==> config.mk <==
export PLATFORM = sky130hd
export DESIGN_NAME = debounce_sync_flat
export DESIGN_NICKNAME = d
export VERILOG_FILES = /design/src/rtl/debounce_pkg.sv /design/src/rtl/debounce_sync_if.sv /design/src/rtl/debounce_sync_sync_chain.sv /design/src/rtl/debounce_sync.sv /design/src/flat_wrapper.sv
export SDC_FILE = /design/constraint.sdc
export NUM_CORES = 1
export LEC_CHECK = 0
export ABC_AREA = 1
export BUFFER_PORTS_ARGS = -buffer_cell sky130_fd_sc_hd__buf_2
export CORE_UTILIZATION = 35
export DETAILED_ROUTE_END_ITERATION = 10
export GPL_TIMING_DRIVEN = 0
export SLEW_MARGIN = 15
export SYNTH_ARGS = -nofsm -noshare
export SYNTH_HDL_FRONTEND = slang
export SYNTH_HIERARCHICAL = 1
export SYNTH_SLANG_ARGS = --single-unit
==> constraint.sdc <==
create_clock -name clk -period 1.41 [get_ports clk]
set_input_delay 0.0705 -clock clk [delete_from_list [all_inputs] [get_ports clk]]
set_output_delay 0.0705 -clock clk [all_outputs]
set_load 0.01 [all_outputs]
==> src/rtl/debounce_pkg.sv <==
// Shared definitions for the debounce_sync slice: FSM encoding and the
// small parameter set used for simulation builds.
package debounce_pkg;

  typedef enum logic [1:0] {
    ST_IDLE_LOW  = 2'd0,
    ST_WAIT_HIGH = 2'd1,
    ST_IDLE_HIGH = 2'd2,
    ST_WAIT_LOW  = 2'd3
  } state_t;

  localparam int SIM_STABLE_COUNT = 4;
  localparam int SIM_SYNC_STAGES  = 2;

endpackage

==> src/rtl/debounce_sync_if.sv <==
// Level input and conditioned outputs of the debouncer, grouped as one bundle.
interface debounce_sync_if;

  logic din_async;
  logic dout;
  logic rise_pulse;
  logic fall_pulse;
  logic busy;

  modport master (
    output din_async,
    input  dout, rise_pulse, fall_pulse, busy
  );

  modport slave (
    input  din_async,
    output dout, rise_pulse, fall_pulse, busy
  );

endinterface

==> src/rtl/debounce_sync_sync_chain.sv <==
// Plain flop chain for bringing an asynchronous bit into the clk domain.
// Nothing sits between stages so each flop gets a full period to resolve.
module sync_chain #(
  parameter int SYNC_STAGES = 2
) (
  input  logic clk,
  input  logic rst,
  input  logic d,
  output logic q
);

  logic [SYNC_STAGES-1:0] ff;

  always_ff @(posedge clk) begin
    if (rst) begin
      ff <= '0;
    end else begin
      ff <= {ff[SYNC_STAGES-2:0], d};
    end
  end

  assign q = ff[SYNC_STAGES-1];

endmodule

==> src/rtl/debounce_sync.sv <==
// Debouncer: synchronizes din_async, then accepts a new level only after it
// has been seen for STABLE_COUNT consecutive clocks.
//
//   state        | meaning
//   ST_IDLE_LOW  | dout = 0, input agrees
//   ST_WAIT_HIGH | dout = 0, counting consecutive high samples
//   ST_IDLE_HIGH | dout = 1, input agrees
//   ST_WAIT_LOW  | dout = 1, counting consecutive low samples
module debounce_sync
  import debounce_pkg::*;
#(
  parameter int SYNC_STAGES  = 2,
  parameter int STABLE_COUNT = 50000,
  parameter int CNT_WIDTH    = 16
) (
  input  logic           clk,
  input  logic           rst,
  debounce_sync_if.slave bus
);

  localparam logic [CNT_WIDTH-1:0] CNT_LAST = CNT_WIDTH'(STABLE_COUNT - 1);
  localparam logic [CNT_WIDTH-1:0] CNT_ONE  = CNT_WIDTH'(1);

  logic                 s;
  state_t               state;
  logic [CNT_WIDTH-1:0] cnt;
  logic                 dout_q;
  logic                 rise_q;
  logic                 fall_q;
  logic                 busy_q;

  sync_chain #(.SYNC_STAGES(SYNC_STAGES)) u_sync (
    .clk (clk),
    .rst (rst),
    .d   (bus.din_async),
    .q   (s)
  );

  // Strobes default low every cycle; only a completed qualification raises one.
  always_ff @(posedge clk) begin
    if (rst) begin
      state  <= ST_IDLE_LOW;
      cnt    <= '0;
      dout_q <= 1'b0;
      rise_q <= 1'b0;
      fall_q <= 1'b0;
      busy_q <= 1'b0;
    end else begin
      rise_q <= 1'b0;
      fall_q <= 1'b0;
      case (state)
        ST_IDLE_LOW: begin
          if (s) begin
            state  <= ST_WAIT_HIGH;
            cnt    <= CNT_ONE;
            busy_q <= 1'b1;
          end else begin
            cnt    <= '0;
          end
        end
        ST_WAIT_HIGH: begin
          if (!s) begin
            state  <= ST_IDLE_LOW;
            cnt    <= '0;
            busy_q <= 1'b0;
          end else if (cnt == CNT_LAST) begin
            state  <= ST_IDLE_HIGH;
            cnt    <= '0;
            dout_q <= 1'b1;
            rise_q <= 1'b1;
            busy_q <= 1'b0;
          end else begin
            cnt    <= cnt + CNT_ONE;
          end
        end
        ST_IDLE_HIGH: begin
          if (!s) begin
            state  <= ST_WAIT_LOW;
            cnt    <= CNT_ONE;
            busy_q <= 1'b1;
          end else begin
            cnt    <= '0;
          end
        end
        ST_WAIT_LOW: begin
          if (s) begin
            state  <= ST_IDLE_HIGH;
            cnt    <= '0;
            busy_q <= 1'b0;
          end else if (cnt == CNT_LAST) begin
            state  <= ST_IDLE_LOW;
            cnt    <= '0;
            dout_q <= 1'b0;
            fall_q <= 1'b1;
            busy_q <= 1'b0;
          end else begin
            cnt    <= cnt + CNT_ONE;
          end
        end
      endcase
    end
  end

  assign bus.dout       = dout_q;
  assign bus.rise_pulse = rise_q;
  assign bus.fall_pulse = fall_q;
  assign bus.busy       = busy_q;

endmodule

==> src/flat_wrapper.sv <==
// flat-port wrapper written by rule: the top's interface ports become plain ports
module debounce_sync_flat import debounce_pkg::*;
#(
  parameter int SYNC_STAGES  = 2,
  parameter int STABLE_COUNT = 50000,
  parameter int CNT_WIDTH    = 16
)
  (clk, rst, bus_din_async, bus_dout, bus_rise_pulse, bus_fall_pulse, bus_busy);
  debounce_sync_if bus_i ();
  input  logic clk;
  input  logic rst;
  input wire logic [$bits(bus_i.din_async)-1:0] bus_din_async;
  output wire logic [$bits(bus_i.dout)-1:0] bus_dout;
  output wire logic [$bits(bus_i.rise_pulse)-1:0] bus_rise_pulse;
  output wire logic [$bits(bus_i.fall_pulse)-1:0] bus_fall_pulse;
  output wire logic [$bits(bus_i.busy)-1:0] bus_busy;
  assign bus_i.din_async = bus_din_async;
  assign bus_dout = bus_i.dout;
  assign bus_rise_pulse = bus_i.rise_pulse;
  assign bus_fall_pulse = bus_i.fall_pulse;
  assign bus_busy = bus_i.busy;
  debounce_sync #(.SYNC_STAGES(SYNC_STAGES), .STABLE_COUNT(STABLE_COUNT), .CNT_WIDTH(CNT_WIDTH)) u_core (.clk(clk), .rst(rst), .bus(bus_i));
endmodule
==> flow_summary_export.csv, run 1 <==
group,metric,value,unit
pwr,total_leakage_power,0.573,nW
timing,finalCritPeriodShare,92.7,%
cts,htree_levels,1,
cts,clk_pin_slew_worst_paths,140,ps
global_routing,grt_overflow_total,0,
synth,synth_top_cell_area_share,39.9,%
die,design.core.area,3150,um2
synth,synth-seq-cells,24,
layout,fillers,329,
place,place_congestion,0.855,
drt,drtIter0Drc,43,
global_routing,antenna_found_initial,0,
min_path,worstHoldPathType,"reg2reg",
worst_setup_path,worst-path-max-fanout,10,
min_path,holdPathStages,2,
timing,finalWorstSetupSlack,103,ps
global_routing,grt_use_total,14.5,%
synth,avgSynthCellArea,6.96,um2
worst_setup_path,setup.worst_path.start_class,"register",
timing,fin_worst_skew,14.4,ps
synth,synth_cells,173,
place,hpwl,1680,um
timing,slew_headroom,78.2,%
layout,post_route_cells_drive_above_1_share,20.3,%
layout,diodes,0,
die,die-area,3680,um2
drt,drt.antenna.violating_nets,0,
worst_setup_path,r2r-start,"u_core/cnt[9]$_SDFF_PP0_",
worst_setup_path,rr_endpoint,"u_core/cnt[5]$_SDFF_PP0_",
cts,cts.sinks,24,
drt,routed_via_density,4.70,
die,dieWidth,60.7,um
die,num_rows,20,
cts,numCtsBuffers,3,
die,ios,7,
timing,final-hold-violation-count,0,
global_routing,grt_max_degree,15,
run_status,outcome,"finished clean",
synth,synthFlopType,"dfxtp_1",
worst_setup_path,endpoint_kind,"register",
timing,period_minus_slack,1310,ps
pwr,peakVddDrop,0.528,mV
timing,setup_tns,0,ps
layout,nets,193,
cts,cts_tree,"done",
synth,synthesis.nets,178,
drt,drc,0,
worst_setup_path,critPathLaunch,"u_core/cnt[9]$_SDFF_PP0_",
synth,synth_area_leaders,"dfxtp_1 40%, nand2_1 11%, nor2_1 10%, inv_1 7.5%, nand3_1 5.4%",
drt,drtPass1Iterations,4,
synth,yosys_warnings,6,
worst_setup_path,critPathKind,"reg2reg",
timing,setup_viol,0,
drt,wl_per_cell,10.0,um
timing,whs,418,ps
synth,synth_edf_count,0,
worst_setup_path,crit_required,1640,ps
place,portBuffers,6,
pwr,power.total,1.27,mW
run,maxCapViolCount,0,
timing,fmax,0.765,GHz
layout,final_util,45.3,%
worst_setup_path,arrival,1530,ps
timing,slew_viol_final,0,
worst_setup_path,reg2reg_depth,8,
layout,area_growth,18.5,%
synth,ys_seq_area_share,39.9,%
die,start_util,38.2,%
synth,yosys.area.top_type,"dfxtp_1",
cts,cts_buffer_depth,2,
worst_setup_path,r2r_setup_slack,100,ps
global_routing,grt_pass1_vias,903,
synth,syn_area,1200,um2
worst_setup_path,crit_end,"u_core/cnt[5]$_SDFF_PP0_",
synth,postSynth.asyncResetShare,0,%
synth,yosysUniqueCellTypes,23,
timing,worst_pin_slew,326,ps
drt,dr_total_vias,1086,
die,dieHeight,60.7,um
drt,wl,2320,um
cts,cts_root_buf,"clkbuf_4",
cts,clkLatencyLatePin,330,ps
pwr,p_per_area,891,nW/um2
place,pre_cts_ws,-64.5,ps
global_routing,grt_first_pass_wirelength,3920,um
## worst min path at each step
stage | startpoint | to
6_report | u_core/u_sync/ff[0]$_SDFF_PP0_ | u_core/u_sync/ff[1]$_SDFF_PP0_
5_1_grt | u_core/u_sync/ff[0]$_SDFF_PP0_ | u_core/u_sync/ff[1]$_SDFF_PP0_
4_1_cts | u_core/u_sync/ff[0]$_SDFF_PP0_ | u_core/u_sync/ff[1]$_SDFF_PP0_
3_5_place_dp | bus_din_async | u_core/u_sync/ff[0]$_SDFF_PP0_
3_3_place_gp | bus_din_async | u_core/u_sync/ff[0]$_SDFF_PP0_
2_1_floorplan | rst | u_core/state[0]$_SDFFE_PP0P_
## worst max-delay path, cell delays in order (launching register included)
cell and delay, ps:
dfxtp_1 440, nand2_2 120, inv_2 70, nand2_1 60, nor2_2 140, nand2_2 100
nand3_4 100, buf_12 150, nor2_1 40
## cells in the final DEF (no fill, tap or decap), drive strengths merged
cell and instances:
nor2 39, nor4 1, xor2 5, ha 2, or2 1, and3 1, nor3 9, nand3b 2
a21oi 6, inv 26, bufinv 1, nand2 37, buf 8, nand4 1, clkbuf 3, nand3 14
dfxtp 24, dlygate4sd3 3, o21ai 4
## flip-flops by register name, indices dropped and copies added, names as in the netlist, named ones only
register,count
u_core/cnt,16
u_core/u_sync/ff,2
u_core/bus.busy,1
u_core/bus.dout,1
u_core/bus.fall_pulse,1
u_core/bus.rise_pulse,1
u_core/state,1
## kinds of logic after synthesis
family                     share of synthesized area [%]
buffers and inverters                               9.03
and+or+nand+nor                                     40.9
xor gates and xnor gates                            3.63
AOI/OAI and AO/OA                                   4.47
adders and majority gates                           2.08
DFF                                                 39.9
## metal layers
metal / track usage [%] / wire length [um] / up-vias
met2: 22.0 / 1080 / 19
met5: 0 / 0 / -
met1: 19.6 / 1130 / 491
li1: - / - / 572
met4: 8.77 / 43 / 0
met3: 1.92 / 59 / 4
## synth_stat cells, types with 3 or more instances
| library cell | number |
|---|---|
| nand2_1 | 36 |
| nor2_1 | 32 |
| dfxtp_1 | 24 |
| inv_1 | 24 |
| nand3_1 | 13 |
| nor2_2 | 7 |
| a21oi_1 | 6 |
| nor3_1 | 6 |
| xor2_1 | 5 |
| o21ai_0 | 3 |
## per-stage QoR
| stage | area (um2) | cells |
|---|---|---|
| 6_report | 1430 | 231 |
| 5_1_grt | 1430 | 231 |
| 4_1_cts | 1390 | 230 |
| 3_5_place_dp | 1290 | 223 |
| 3_3_place_gp | 1290 | 223 |
| 2_1_floorplan | 1200 | 173 |
## layout make-up
| type | instances | area [um2] | area share (%) |
|---|---|---|---|
| multi-input combinational | 122 | 648 | 45.4 |
| sequential | 24 | 487 | 34.1 |
| inverter | 26 | 97.6 | 6.84 |
| timing repair buffer | 10 | 67.6 | 4.73 |
| tap | 44 | 55.1 | 3.86 |
| clock inverter | 1 | 30.0 | 2.10 |
| clock buffer | 3 | 22.5 | 1.58 |
| buffer | 1 | 20.0 | 1.40 |
## power breakdown
group          internal [mW]  total [mW]  switching, mW
Sequential             0.692       0.706         0.0137
Clock                  0.288       0.506          0.218
Combinational         0.0281      0.0607         0.0326
Total                   1.01        1.27          0.265
## timing repair
| item | CTS | global route |
|---|---|---|
| hold buffers | 3 | 0 |
| pin swaps | 0 | 1 |
| hold endpoints to repair | 4 | 0 |
| gates resized for setup | 5 | 9 |
| buffers inserted | 0 | 1 |
| setup endpoints to repair | 14 | 15 |
(Power assumes the default switching activity.)
==> run 2, diff against run 1 <==
--- a/config.mk
+++ b/config.mk
@@ -7,11 +7,11 @@
 export LEC_CHECK = 0
 export ABC_AREA = 1
 export BUFFER_PORTS_ARGS = -buffer_cell sky130_fd_sc_hd__buf_2
-export CORE_UTILIZATION = 35
+export CORE_UTILIZATION = 46
 export DETAILED_ROUTE_END_ITERATION = 10
 export GPL_TIMING_DRIVEN = 0
+export RECOVER_POWER = 50
 export SLEW_MARGIN = 15
 export SYNTH_ARGS = -nofsm -noshare
 export SYNTH_HDL_FRONTEND = slang
-export SYNTH_HIERARCHICAL = 1
 export SYNTH_SLANG_ARGS = --single-unit
==> run 2 against run 1 <==
Net effect: combinational power shrank 50%; via count shrank 2.5%; sequential share of layout area shrank 0.59 points; utilization grew 12 points; first-iteration DRC count is the same; flip-flop and latch count is the same; largest cell class unchanged.
==> flow_summary_export.csv, run 2 <==
group,metric,value,unit
pwr,power_frac_comb,2.5,%
layout,post_route_cells_drive_above_1_share,19.8,%
place,hpwl,1790,um
drt,drc,0,
drt,drt.antenna.violating_nets,0,
worst_setup_path,worst-path-max-fanout,8,
place,portBuffers,6,
synth,synth_top_cell_area_share,37.9,%
synth,synthesis.nets,182,
cts,clk_pin_slew_worst_paths,140,ps
cts,clkLatencyLatePin,310,ps
die,ios,7,
pwr,internal_power,0.983,mW
synth,synth_area_leaders,"dfxtp_1 38%, nand2_1 11%, nor2_1 11%, inv_1 6.5%, nor2_2 4.9%",
synth,postSynth.asyncResetShare,0,%
timing,whs,414,ps
layout,largest-register,"u_core.cnt",
pwr,peakVddDrop,0.773,mV
worst_setup_path,max_stage_delay,390,ps
synth,synth_edf_count,0,
layout,final_cell_mix,"36 x nand2_1, 36 x nor2_1, 22 x inv_1, 22 x dfxtp_1, 10 x nor2_2",
die,start_util,49.8,%
worst_setup_path,worstPathCellList,"ha_4, nand3_4, inv_4, nand2_4, nor2_8, nor2_8, inv_8, nor2_2",
drt,wl,2290,um
worst_setup_path,critPathKind,"reg2reg",
synth,yosys_warnings,0,
worst_setup_path,path_buf_inv,2,
cts,numCtsBuffers,3,
place,place_congestion,0.894,
drt,drtIter0Drc,43,
timing,final-hold-violation-count,0,
layout,largest_register_ffs,16,
cts,cts_buffer_depth,2,
pwr,power_switching,0.233,mW
timing,period_minus_slack,1320,ps
global_routing,grt_pass1_vias,926,
timing,slew_viol_final,0,
drt,dr_total_vias,1059,
timing,setup_tns,0,ps
pwr,total_leakage_power,0.581,nW
timing,setup_viol,0,
global_routing,grt_first_pass_wirelength,3940,um
synth,synthFlopType,"dfxtp_1",
pwr,clockPowerShare,41.1,%
pwr,seqPwrFrac,56.4,%
worst_setup_path,arrival,1550,ps
synth,ys_seq_area_share,37.9,%
global_routing,antenna_found_initial,0,
layout,nets,197,
timing,fin_worst_skew,2.72,ps
timing,finalCritPeriodShare,93.7,%
die,num_rows,18,
cts,htree_levels,1,
cts,cts_tree,"done",
run,maxCapViolCount,0,
global_routing,grt_max_degree,15,
worst_setup_path,critical_path.slowest_cell,"dfxtp_2",
global_routing,grt_overflow_total,0,
die,dieHeight,54.5,um
layout,final_util,56.9,%
pwr,switching_share,19.2,%
worst_setup_path,cp_top_family,"simple AND/OR/NAND/NOR gates",
synth,synth-seq-cells,24,
timing,slew_headroom,77.9,%
run_status,outcome,"finished clean",
die,die-area,2970,um2
cts,cts.sinks,24,
die,design.core.area,2540,um2
layout,fillers,235,
worst_setup_path,endpoint_kind,"register",
synth,synth_cells,178,
drt,routed_via_density,4.77,
synth,netlist_top_cells_count,"36 x nand2_1, 36 x nor2_1, 24 x dfxtp_1",
pwr,p_per_area,840,nW/um2
synth,avgSynthCellArea,7.11,um2
layout,reg_top3,"u_core.cnt: 16 flops, u_core.u_sync.ff: 2 flops",
worst_setup_path,crit_required,1640,ps
timing,worst_pin_slew,331,ps
timing,fmax,0.757,GHz
synth,yosys.area.top_type,"dfxtp_1",
timing,rsz0062_at_grt,"no",
drt,drtPass1Iterations,4,
min_path,worstHoldPathType,"reg2reg",
cts,cts_root_buf,"clkbuf_4",
worst_setup_path,setup.worst_path.start_class,"register",
drt,wl_per_cell,10.3,um
layout,area_growth,14.4,%
layout,diodes,0,
global_routing,grt_use_total,18.6,%
die,dieWidth,54.5,um
synth,yosysUniqueCellTypes,24,
worst_setup_path,crit_top_cell,"nor2_8",
synth,syn_area,1270,um2
run 2: per-layer routing:
metal	routed length, um	GRT usage [%]	vias up	share of wire, %
met3	100	2.50	4	4.4
li1	-	-	574	-
met2	939	28.7	14	41
met4	23	6.41	0	1.0
met5	0	0	-	0
met1	1230	26.5	467	54
run 2: logic make-up (layout without fill, tap and decap cells):
group	count (synthesis)	after routing	share of synthesized area (%)
flops	24	24	37.9
compound gates	5	5	1.98
buf+inv	26	40	8.40
simple gates	115	115	45.9
xor+xnor	7	7	4.84
fa+ha+maj	1	1	0.988
run 2: final timing paths:
kind	startpoint	end	slack, ps	cells past startpoint
worst max-delay path	u_core.cnt[1]$_SDFF_PP0_	u_core.cnt[7]$_SDFF_PP0_	90	8
worst min-delay path	u_core.u_sync.ff[0]$_SDFF_PP0_	u_core.u_sync.ff[1]$_SDFF_PP0_	410	2
worst max register to register	u_core.cnt[1]$_SDFF_PP0_	u_core.cnt[7]$_SDFF_PP0_	90	8
worst min register to register	u_core.u_sync.ff[0]$_SDFF_PP0_	u_core.u_sync.ff[1]$_SDFF_PP0_	410	2
run 2: through the flow:
stage,worst slack [ps],instances,total power [mW],area [um2]
2_1_floorplan,31.8,178,0.717,1270
3_3_place_gp,-177,214,0.725,1330
3_5_place_dp,-181,214,0.726,1330
4_1_cts,1.36,221,1.24,1430
5_1_grt,1.05,222,1.26,1450
6_report,88.3,222,1.22,1450
run 2: power groups by stage:
stage                     combinational, mW  clock [mW]  sequential (mW)
after floorplan                      0.0137           0            0.703
after global placement               0.0227           0            0.703
after detailed placement             0.0230           0            0.703
after CTS                            0.0295       0.522            0.689
after global routing                 0.0340       0.534            0.688
final                                0.0303       0.500            0.686
run 2: final cells by class:
type / count / area, um2 / area share, %
multi-input combinational: 128 / 704 / 48.6
sequential: 24 / 485 / 33.5
inverter: 26 / 108 / 7.43
timing repair buffer: 10 / 61.3 / 4.23
tap: 30 / 37.5 / 2.59
clock inverter: 1 / 30.0 / 2.07
clock buffer: 3 / 22.5 / 1.55
run 2: what timing repair did:
action | CTS | global route
gates resized for setup | 3 | 5
hold buffers | 3 | 0
hold endpoints to repair | 2 | 0
pin swaps | 0 | 2
setup buffers | 0 | 1
setup endpoints to repair | 22 | 20
run 2: worst register-to-register path, cell delays in order (launching register included):
cell     delay (ps)
dfxtp_2         390
ha_4            190
nand3_4         110
inv_4           100
nand2_4          60
nor2_8          160
nor2_8           90
inv_8            90
nor2_2           40
